[src/rtl/shared_mem_arb_if.sv]
// ---------------------------------------------------------------------------
// shared_mem_arb_if
//   One requester port of the shared memory arbiter.
//   master modport : the requester (drives req/we/addr/wdata)
//   slave  modport : the memory (drives gnt/rvalid/rdata/err)
//   req    : access request, held until gnt
//   we     : 1 = write, 0 = read
//   addr   : word address
//   wdata  : write data
//   gnt    : request accepted this cycle (combinational)
//   rvalid : read data valid, one-cycle pulse the cycle after a read grant
//   rdata  : registered read data, holds while rvalid = 0
//   err    : out-of-range access, one-cycle pulse the cycle after the grant
// ---------------------------------------------------------------------------
interface shared_mem_arb_if #(
  parameter int DATA_W = 16,
  parameter int ADDR_W = 6
);
  logic              req;
  logic              we;
  logic [ADDR_W-1:0] addr;
  logic [DATA_W-1:0] wdata;
  logic              gnt;
  logic              rvalid;
  logic [DATA_W-1:0] rdata;
  logic              err;

  modport master (
    output req, we, addr, wdata,
    input  gnt, rvalid, rdata, err
  );

  modport slave (
    input  req, we, addr, wdata,
    output gnt, rvalid, rdata, err
  );
endinterface

[src/rtl/shared_mem_arb.sv]
// ---------------------------------------------------------------------------
// shared_mem_arb
//   Single-array data memory shared by two requesters (A: core datapath,
//   B: host/loader) behind a built-in arbiter. One access per cycle, read
//   data registered with a valid strobe, out-of-range error pulse, a
//   hardware clear engine and the low TAPS words exported for debug.
// Ports
//   clk       : rising-edge clock
//   rst_n     : asynchronous active-low reset
//   a_if      : requester A (slave side of shared_mem_arb_if)
//   b_if      : requester B (slave side of shared_mem_arb_if)
//   clr_start : pulse, zero the whole array (wins over requests in IDLE)
//   clr_busy  : clear engine running (exactly DEPTH cycles)
//   taps      : word i on bits [i*DATA_W +: DATA_W]
// ---------------------------------------------------------------------------
module shared_mem_arb #(
  parameter int DATA_W   = 16,
  parameter int ADDR_W   = 6,
  parameter int DEPTH    = 42,
  parameter int TAPS     = 4,
  parameter int ARB_MODE = 0   // 0: fixed priority A over B, 1: round-robin
) (
  input  logic                   clk,
  input  logic                   rst_n,
  shared_mem_arb_if.slave        a_if,
  shared_mem_arb_if.slave        b_if,
  input  logic                   clr_start,
  output logic                   clr_busy,
  output logic [TAPS*DATA_W-1:0] taps
);

  typedef enum logic {
    ST_IDLE  = 1'b0,
    ST_CLEAR = 1'b1
  } state_t;

  localparam logic [ADDR_W-1:0] CNT_LAST  = ADDR_W'(DEPTH - 1);
  // One bit wider so DEPTH == 2**ADDR_W still compares correctly.
  localparam logic [ADDR_W:0]   DEPTH_EXT = (ADDR_W + 1)'(DEPTH);

  state_t            r_state;
  state_t            w_next_state;
  logic [ADDR_W-1:0] r_clr_cnt;
  logic              r_rr_prefer_b;   // 1: B wins the next contention (RR only)

  logic              w_a_gnt;
  logic              w_b_gnt;
  logic              w_clr_we;

  logic              w_sel_we;
  logic [ADDR_W-1:0] w_sel_addr;
  logic [DATA_W-1:0] w_sel_wdata;
  logic              w_in_range;
  logic [DATA_W-1:0] w_rd_word;

  logic [DATA_W-1:0] r_mem [DEPTH];

  logic              r_a_rvalid;
  logic              r_a_err;
  logic [DATA_W-1:0] r_a_rdata;
  logic              r_b_rvalid;
  logic              r_b_err;
  logic [DATA_W-1:0] r_b_rdata;

  // -------------------------------------------------------------------------
  // Next-state / grant logic
  // -------------------------------------------------------------------------
  // NOTE: every output of this block gets a default first, so no path can
  // leave a value unassigned and infer a latch.
  always_comb begin
    w_next_state = r_state;
    w_a_gnt      = 1'b0;
    w_b_gnt      = 1'b0;
    w_clr_we     = 1'b0;
    unique case (r_state)
      ST_IDLE: begin
        // A clear request takes the cycle; pending requests simply wait.
        if (clr_start) begin
          w_next_state = ST_CLEAR;
        end else if (a_if.req && b_if.req) begin
          if (ARB_MODE == 1 && r_rr_prefer_b) w_b_gnt = 1'b1;
          else                                w_a_gnt = 1'b1;
        end else if (a_if.req) begin
          w_a_gnt = 1'b1;
        end else if (b_if.req) begin
          w_b_gnt = 1'b1;
        end
      end
      ST_CLEAR: begin
        w_clr_we = 1'b1;
        if (r_clr_cnt == CNT_LAST) w_next_state = ST_IDLE;
      end
      default: w_next_state = ST_IDLE;
    endcase
  end

  // -------------------------------------------------------------------------
  // State, clear counter and round-robin pointer
  // -------------------------------------------------------------------------
  // NOTE: sequential state uses non-blocking assignments so every register
  // samples the pre-edge values regardless of block ordering.
  always_ff @(posedge clk or negedge rst_n) begin
    if (!rst_n) begin
      r_state       <= ST_IDLE;
      r_clr_cnt     <= '0;
      r_rr_prefer_b <= 1'b0;
    end else begin
      r_state <= w_next_state;
      // Counter stays at 0 outside CLEAR so the next clear starts at word 0.
      if (r_state == ST_CLEAR && w_next_state == ST_CLEAR) r_clr_cnt <= r_clr_cnt + 1'b1;
      else                                                 r_clr_cnt <= '0;
      // Pointer tracks the last granted port; only consulted in round-robin.
      if (w_a_gnt)      r_rr_prefer_b <= 1'b1;
      else if (w_b_gnt) r_rr_prefer_b <= 1'b0;
    end
  end

  // -------------------------------------------------------------------------
  // Selected access
  // -------------------------------------------------------------------------
  assign w_sel_we    = w_b_gnt ? b_if.we    : a_if.we;
  assign w_sel_addr  = w_b_gnt ? b_if.addr  : a_if.addr;
  assign w_sel_wdata = w_b_gnt ? b_if.wdata : a_if.wdata;
  assign w_in_range  = ({1'b0, w_sel_addr} < DEPTH_EXT);
  assign w_rd_word   = w_in_range ? r_mem[w_sel_addr] : '0;

  // NOTE: the array has no reset; contents survive rst_n and only the clear
  // engine (or writes) zero them, which also keeps it mappable to RAM.
  always_ff @(posedge clk) begin
    if (w_clr_we) begin
      r_mem[r_clr_cnt] <= '0;
    end else if ((w_a_gnt || w_b_gnt) && w_sel_we && w_in_range) begin
      r_mem[w_sel_addr] <= w_sel_wdata;
    end
  end

  // -------------------------------------------------------------------------
  // Per-port response registers: only the granted port sees rvalid/err.
  // -------------------------------------------------------------------------
  always_ff @(posedge clk or negedge rst_n) begin
    if (!rst_n) begin
      r_a_rvalid <= 1'b0;
      r_a_err    <= 1'b0;
      r_a_rdata  <= '0;
      r_b_rvalid <= 1'b0;
      r_b_err    <= 1'b0;
      r_b_rdata  <= '0;
    end else begin
      r_a_rvalid <= w_a_gnt && !a_if.we;
      r_a_err    <= w_a_gnt && !w_in_range;
      if (w_a_gnt && !a_if.we) r_a_rdata <= w_rd_word;
      r_b_rvalid <= w_b_gnt && !b_if.we;
      r_b_err    <= w_b_gnt && !w_in_range;
      if (w_b_gnt && !b_if.we) r_b_rdata <= w_rd_word;
    end
  end

  assign a_if.gnt    = w_a_gnt;
  assign a_if.rvalid = r_a_rvalid;
  assign a_if.rdata  = r_a_rdata;
  assign a_if.err    = r_a_err;
  assign b_if.gnt    = w_b_gnt;
  assign b_if.rvalid = r_b_rvalid;
  assign b_if.rdata  = r_b_rdata;
  assign b_if.err    = r_b_err;

  assign clr_busy = (r_state == ST_CLEAR);

  for (genvar i = 0; i < TAPS; i++) begin : g_taps
    assign taps[i*DATA_W +: DATA_W] = r_mem[i];
  end

endmodule

[src/flat_wrapper.sv]
// flat-port wrapper written by rule: the top's interface ports become plain ports
module shared_mem_arb_flat 
#(
  parameter int DATA_W   = 16,
  parameter int ADDR_W   = 6,
  parameter int DEPTH    = 42,
  parameter int TAPS     = 4,
  parameter int ARB_MODE = 0                                                
)
  (clk, rst_n, clr_start, clr_busy, taps, a_if_req, a_if_we, a_if_addr, a_if_wdata, a_if_gnt, a_if_rvalid, a_if_rdata, a_if_err, b_if_req, b_if_we, b_if_addr, b_if_wdata, b_if_gnt, b_if_rvalid, b_if_rdata, b_if_err);
  shared_mem_arb_if #(.DATA_W(DATA_W), .ADDR_W(ADDR_W)) a_if_i ();
  shared_mem_arb_if #(.DATA_W(DATA_W), .ADDR_W(ADDR_W)) b_if_i ();
  input  logic clk;
  input  logic rst_n;
  input  logic clr_start;
  output logic clr_busy;
  output logic [TAPS*DATA_W-1:0] taps;
  input wire logic [$bits(a_if_i.req)-1:0] a_if_req;
  input wire logic [$bits(a_if_i.we)-1:0] a_if_we;
  input wire logic [$bits(a_if_i.addr)-1:0] a_if_addr;
  input wire logic [$bits(a_if_i.wdata)-1:0] a_if_wdata;
  output wire logic [$bits(a_if_i.gnt)-1:0] a_if_gnt;
  output wire logic [$bits(a_if_i.rvalid)-1:0] a_if_rvalid;
  output wire logic [$bits(a_if_i.rdata)-1:0] a_if_rdata;
  output wire logic [$bits(a_if_i.err)-1:0] a_if_err;
  input wire logic [$bits(b_if_i.req)-1:0] b_if_req;
  input wire logic [$bits(b_if_i.we)-1:0] b_if_we;
  input wire logic [$bits(b_if_i.addr)-1:0] b_if_addr;
  input wire logic [$bits(b_if_i.wdata)-1:0] b_if_wdata;
  output wire logic [$bits(b_if_i.gnt)-1:0] b_if_gnt;
  output wire logic [$bits(b_if_i.rvalid)-1:0] b_if_rvalid;
  output wire logic [$bits(b_if_i.rdata)-1:0] b_if_rdata;
  output wire logic [$bits(b_if_i.err)-1:0] b_if_err;
  assign a_if_i.req = a_if_req;
  assign a_if_i.we = a_if_we;
  assign a_if_i.addr = a_if_addr;
  assign a_if_i.wdata = a_if_wdata;
  assign a_if_gnt = a_if_i.gnt;
  assign a_if_rvalid = a_if_i.rvalid;
  assign a_if_rdata = a_if_i.rdata;
  assign a_if_err = a_if_i.err;
  assign b_if_i.req = b_if_req;
  assign b_if_i.we = b_if_we;
  assign b_if_i.addr = b_if_addr;
  assign b_if_i.wdata = b_if_wdata;
  assign b_if_gnt = b_if_i.gnt;
  assign b_if_rvalid = b_if_i.rvalid;
  assign b_if_rdata = b_if_i.rdata;
  assign b_if_err = b_if_i.err;
  shared_mem_arb #(.DATA_W(DATA_W), .ADDR_W(ADDR_W), .DEPTH(DEPTH), .TAPS(TAPS), .ARB_MODE(ARB_MODE)) u_core (.clk(clk), .rst_n(rst_n), .a_if(a_if_i), .b_if(b_if_i), .clr_start(clr_start), .clr_busy(clr_busy), .taps(taps));
endmodule
[config.mk]
export PLATFORM = sky130hd
export DESIGN_NAME = shared_mem_arb_flat
export DESIGN_NICKNAME = d
export VERILOG_FILES = /design/src/rtl/shared_mem_arb_if.sv /design/src/rtl/shared_mem_arb.sv /design/src/flat_wrapper.sv
export SDC_FILE = /design/constraint.sdc
export NUM_CORES = 1
export LEC_CHECK = 0
export ABC_AREA = 1
export CORE_AREA = 2 2 260 262
export CTS_BUF_LIST = sky130_fd_sc_hd__clkbuf_16
export DETAILED_ROUTE_END_ITERATION = 7
export DIE_AREA = 0 0 262 264
export DONT_BUFFER_PORTS = 1
export PLACE_DENSITY = 0.7
export SYNTH_ARGS = -nofsm -noshare
export SYNTH_HDL_FRONTEND = slang
export SYNTH_SLANG_ARGS = --single-unit
[constraint.sdc]
create_clock -name clk -period 4.8 [get_ports clk]
set_input_delay 0.24 -clock clk [delete_from_list [all_inputs] [get_ports clk]]
set_output_delay 0.24 -clock clk [all_outputs]
set_load 0.1 [all_outputs]
Word-level counts from Yosys, hierarchy flattened
Memories as Yosys holds them, arrays and structs flattened.
Index checks and enable logic that the tools add are counted.

operators by class
  equal/unequal tests = 1
  add/sub/neg operators = 1
  reductions and logical operators = 13
  $lt $le $gt $ge = 1
  bitwise operators = 1
  multiplexer cells = 26

operators with widths
  cell                                               number
  two-way mux 16 bit                                 3
  two-way mux 1 bit                                  19
  two-way mux 6 bit                                  3
  OR reduction 16 bit                                1
  logical AND 1 bit                                  8
  adder 6 x 1 -> 6 bit, second input constant        1
  equality test 6 bit, second input constant         1
  less-than comparator 6 bit, second input constant  1
  logical NOT 1 bit                                  3
  one-hot mux 1 bit (2 select lines)                 1
  logical OR 1 bit                                   1
  NOT 1 bit                                          1

storage, ports and cells
  input bits = 51
  RAM bits = 672
  memories = 1
  register bits = 43

memory list
  memory        words  bits a word  rd ports  clocked after Yosys merged registers in  wr ports  RTL line              source
  u_core.r_mem  42     16           5         0                                        1         shared_mem_arb.sv:56  logic [DATA_W-1:0] r_mem [DEPTH];

Logic depth before layout (Yosys ltp)
  word-level depth = 13
  mapped depth = 18

Least setup slack after synthesis
No wires, ideal clock.

  path type = register -> register
  start point = register u_core.r_state, in the netlist u_core.clr_busy
  end point = memory u_core.r_mem[0][14], data pin
  path buffers = 3
  data required time = 4.359 ns
  cell stages (with the launch flop) = 11
  arrival time = 3.834 ns
  slack = 0.525 ns
  cells stage by stage = dfrtp_1 > nor2_4 > nand2_1 > inv_1 > nand2_1 > nand2_1 > nand3_4 > buf_6 > buf_6 > clkbuf_1 > a21oi_1

between the ends
  word-level cells in the longest chain between the ends = 9
  elaborated cells on any way between the ends = 15
  those cells by class = order compare: 1; mux: 10; reduce/logical: 4

RTL lines
  item                                     RTL line               source
  start: declaration                       shared_mem_arb.sv:41   state_t r_state;
  start signal: assignment                 shared_mem_arb.sv:108  r_state <= w_next_state;
  two-way mux 1 bit                        shared_mem_arb.sv:75   unique case (r_state)
  via a_if_gnt                             flat_wrapper.sv:22     output wire logic [$bits(a_if_i.gnt)-1:0] a_if_gnt;
  logical OR 1 bit                         shared_mem_arb.sv:132  end else if ((w_a_gnt || w_b_gnt) && w_sel_we && w_in_range) begin
  logical AND 1 bit (2 in a row)           shared_mem_arb.sv:132
  two-way mux 1 bit                        shared_mem_arb.sv:132
  two-way mux 1 bit                        shared_mem_arb.sv:130  if (w_clr_we) begin
  two-way mux 1 bit (not written as such)  shared_mem_arb.sv:133  r_mem[w_sel_addr] <= w_sel_wdata;
  OR reduction 16 bit (no line)            --
  two-way mux 16 bit (no line)             --
  end: declaration                         shared_mem_arb.sv:56

The timed path passes the listed nets, and every way through them passes these cells.

Worst setup path in the final report
  start point = register u_core.r_state, in the netlist u_core.clr_busy
  end point = memory u_core.r_mem[3][15], enable pin

between the ends
  word-level cells in the longest chain between the ends = 9
  elaborated cells on any way between the ends = 17
  those cells by class = order compare: 1; mux: 12; reduce/logical: 4

RTL lines
  item                                                                     RTL line                                      source
  two-way mux 1 bit                                                        shared_mem_arb.sv:75
  two-way mux 6 bit, or another cell as far along                          shared_mem_arb.sv:122                         assign w_sel_addr = w_b_gnt ? b_if.addr : a_if.addr;
  less-than comparator 6 bit / logical AND 1 bit (equally long branches)   shared_mem_arb.sv:124, shared_mem_arb.sv:132
  logical AND 1 bit                                                        shared_mem_arb.sv:132
  two-way mux 1 bit                                                        shared_mem_arb.sv:132
  two-way mux 1 bit                                                        shared_mem_arb.sv:130
  two-way mux 1 bit (not written as such)                                  shared_mem_arb.sv:133
  OR reduction 16 bit (no line)                                            --
  two-way mux 6 bit (no line) / two-way mux 1 bit (equally long branches)  --

Parallel ways exist; a longest one is shown, timed or not.

==> summary.md <==
| Metric | Value |
|---|---|
| Outcome | complete, no violations |
| HPWL Detailed | 50.3 mm |
| GRT Resource Usage Total | 23.8% |
| WL met3 | 8.26 mm |
| Area leader, netlist | edfxtp_1 |
| Final worst-path cycle share | 93.4% |
| CTS tree | yes |
| Starting DRT DRC Count | 2512 |
| Most instantiated cells after synthesis | nand2_1 (913), edfxtp_1 (674), nand3_1 (369), nor2_1 (210), inv_1 (88) |
| Most frequent cell after synthesis | nand2_1 |
| Setup ws final | 0.317 ns |
| Initial Util | 44.3% |
| Top cells by area, synth | edfxtp_1 (69%), nand2_1 (12%), nand3_1 (6.3%) |
| WL per Instance | 23.0 um |
| Final wirelength | 82.9 mm |
| Gate power share | 10.9% |
| Worst Path Required | 5.10 ns |
| Seq pwr share | 53.1% |
| Worst R2R End | u_core.r_mem[3][15]$_DFFE_PP_ |
| Pre-CTS WS | 0.694 ns |
| Routability Congestion | 0.950 |
| Die Height | 264 um |
| Die width | 262 um |
| Design Power | 0.0155 W |
| Final #Nets | 2731 |
| Max Cap Viol | 0 |
| Clock sinks | 717 |
| CP delay by family, top | simple AND/OR/NAND/NOR gates |
| Yosys warnings | 0 |
| Worst VDD drop | 0.000391 V |
| First-pass GRT wire length | 122 mm |
| Slowest-stage cell, CP | dlygate4sd3_1 |
| Number of post-CTS setup repair buffers | 0 |
| Routed Antenna Nets | 0 |
| Leak | 13.0 nW |
| CTS Buf Count | 71 |
| Slew HR | 31.0% |
| Max Slew Vio Count | 0 |
| Vias in the first global route | 19400 |
| Delay of the slowest critical-path stage | 0.59 ns |
| CP max FO | 18 |
| Reg-to-Reg Start | u_core.clr_busy$_DFF_PN0_ |
| Switching power | 0.00455 W |
| Fin crit period | 4.48 ns |
| CP most frequent cell | nand2_1 |
| Port buffer count | 0 |
| # DRC | 0 |
| Syn Inst Count | 2642 |
| Setup violators final | 0 |
| Total core area | 66600 um2 |
| CP Cell Sequence | nor2_4 > nand2_1 > inv_1 > buf_4 > nand2_1 > nand2_1 > dlygate4sd3_1 > nand2_2 > nand3_4 > nand2_1 > o21ai_1 > inv_1 > nor2_1 > nand2_1 > nor2_2 > buf_4 |
| RSZ-0062 raised after global routing | false |
| CTS Buffer Depth | 3 |
| Initial antenna violation count | 2 |
| Sw frac | 29.5% |
| Largest net degree at the start of global routing | 140 |
| Std-Cell Rows | 95 |
| Endpoints failing hold | 0 |
| Pwr dens | 462 nW/um2 |
| H-tree Lvls | 3 |
| Root buf cell | clkbuf_16 |
| Reg2reg path depth | 16 |
| CP Class | reg2reg |
| Clock transition at the registers of the reported paths | 0.07 ns |
| CP arrival | 4.78 ns |
| Worst path bufs/invs | 5 |
| Slew @ Worst Pin | 1.03 ns |
| Global route overflow | 0 |
| Die area | 69200 um2 |
| Type of origin of the critical path | flop |
| First-pass DRT Iterations | 6 |
| Net Count, Synth | 2695 |
| Drt via density | 5.67 |
| Int Power | 0.0109 W |
| Inserted Diodes | 0 |
| Flop-to-flop setup slack | 0.32 ns |
| Clock skew | 0.0296 ns |
| Clock share of power | 36.0% |
| Area Growth Syn to Fin | 13.3% |
| Clk_lat worst skew | 0.63 ns |
| Synthesis-stage register bit count | 717 |
| Final setup TNS | 0 ns |
| Sequential area share after synthesis | 72.3% |
| Asr flop ratio synth | 6.00% |
| Vias | 20400 |
| Min-Delay Path Class | in2async |
| Met2 routed WL | 39.5 mm |
| Syn Area/Cell | 11.2 um2 |
| Top Layer Used | met4 |
| DRT met1 WL | 32.2 mm |
| Share of layout cells above drive strength 1 | 8.92% |
| IO Count | 154 |
| Post-synth top area share | 68.6% |
| Crit. End Element | flop |
| Main flop type after synthesis | edfxtp_1 |
| Post-synth cell types | 34 |
| Mapped Area | 29500 um2 |
| Fmax achieved | 223 MHz |
| Number of synthesized flops with an enable pin | 674 |
worst register-to-register path: stages, from the launching register on:
cell and delay (ns):
dfrtp_1 0.40, nor2_4 0.18, nand2_1 0.25, inv_1 0.18
buf_4 0.41, nand2_1 0.10, nand2_1 0.09, dlygate4sd3_1 0.59
nand2_2 0.14, nand3_4 0.28, nand2_1 0.10, o21ai_1 0.17
inv_1 0.07, nor2_1 0.14, nand2_1 0.23, nor2_2 0.47
buf_4 0.35
flip-flops by register name (all words and copies together) (netlist names), 6 cells and up:
name               count
u_core.r_mem         674
u_core.a_if.rdata     16
u_core.r_clr_cnt       6
u_core.b_if.rdata     16
final cells by class:
cell class,count,area [um2]
fill,5595,33100
sequential,717,21300
multi-input combinational,1696,7490
clock buffer,71,1780
tap,873,1090
timing repair buffer,101,868
clock inverter,59,547
inverter,91,342
cell usage in the layout, fill, tap and decap left out, drive strengths merged, types with 3 or more instances in the layout:
cell type | Yosys | layout
o21ai | 90 | 90
buf | 61 | 92
clkinvlp | 0 | 5
clkinv | 1 | 24
nor2 | 214 | 214
edfxtp | 674 | 674
nand2 | 916 | 916
a21oi | 55 | 55
or2 | 8 | 8
clkbuf | 78 | 71
bufinv | 0 | 9
nand4 | 17 | 17
inv | 90 | 112
nand3 | 371 | 372
dlygate4sd3 | 0 | 9
nor3 | 3 | 3
dfrtp | 43 | 43
o211ai | 13 | 13
power by group through the flow:
stage               clock (W)  combinational [W]  sequential, W
global route          0.00587            0.00183        0.00822
finish                0.00556            0.00169        0.00820
global placement            0            0.00160        0.00832
CTS                   0.00562            0.00166        0.00820
floorplan                   0            0.00103        0.00826
detailed placement          0            0.00164        0.00832
layer usage:
metal,vias to the layer above,track usage [%]
met5,-,0
met4,0,9.36
met3,166,5.22
met2,1101,38.1
met1,10000,31.7
li1,9132,-
per-stage QoR:
step / hold WS [ns] / util (%) / instances / area, um2
after floorplan: -0.0556 / - / 2642 / 29500
after global placement: -0.0548 / 46.6 / 3467 / 31000
after detailed placement: -0.0549 / 46.6 / 3467 / 31000
after CTS: 0.0544 / 50.2 / 3607 / 33400
after global routing: 0.0921 / 50.2 / 3608 / 33400
final: 0.0784 / 50.2 / 3608 / 33400
repair_timing:
| item | CTS | global route |
|---|---|---|
| hold endpoints to repair | 52 | 0 |
| resized for setup | 0 | 0 |
| hold buffers | 10 | 0 |
| endpoints found under the setup margin | 0 | 72 |
cell families after synthesis:
logic type	after synthesis	synth area share [%]
AO/OA/AOI/OAI	160	2.99
XOR/XNOR	1	0.0297
adder cells (fa/ha/maj)	2	0.0848
buffers and inverters	230	3.17
flip-flops	717	72.3
AND/OR/NAND/NOR	1532	21.5
worst max path at each step:
| stage | from | to | slack (ns) | cells after the start |
|---|---|---|---|---|
| after floorplan | u_core.clr_busy$_DFF_PN0_ | u_core.r_mem[0][14]$_DFFE_PP_ | 0.53 | 10 |
| after global routing | u_core.clr_busy$_DFF_PN0_ | u_core.r_mem[3][9]$_DFFE_PP_ | 0.06 | 16 |
| final | u_core.clr_busy$_DFF_PN0_ | u_core.r_mem[3][15]$_DFFE_PP_ | 0.32 | 16 |
| after CTS | u_core.clr_busy$_DFF_PN0_ | u_core.r_mem[3][7]$_DFFE_PP_ | 0.12 | 15 |
| after detailed placement | u_core.clr_busy$_DFF_PN0_ | u_core.r_mem[3][15]$_DFFE_PP_ | 0.69 | 14 |
| after global placement | u_core.clr_busy$_DFF_PN0_ | u_core.r_mem[2][11]$_DFFE_PP_ | 0.70 | 14 |
Note: power is estimated with default switching activity, not from simulation.
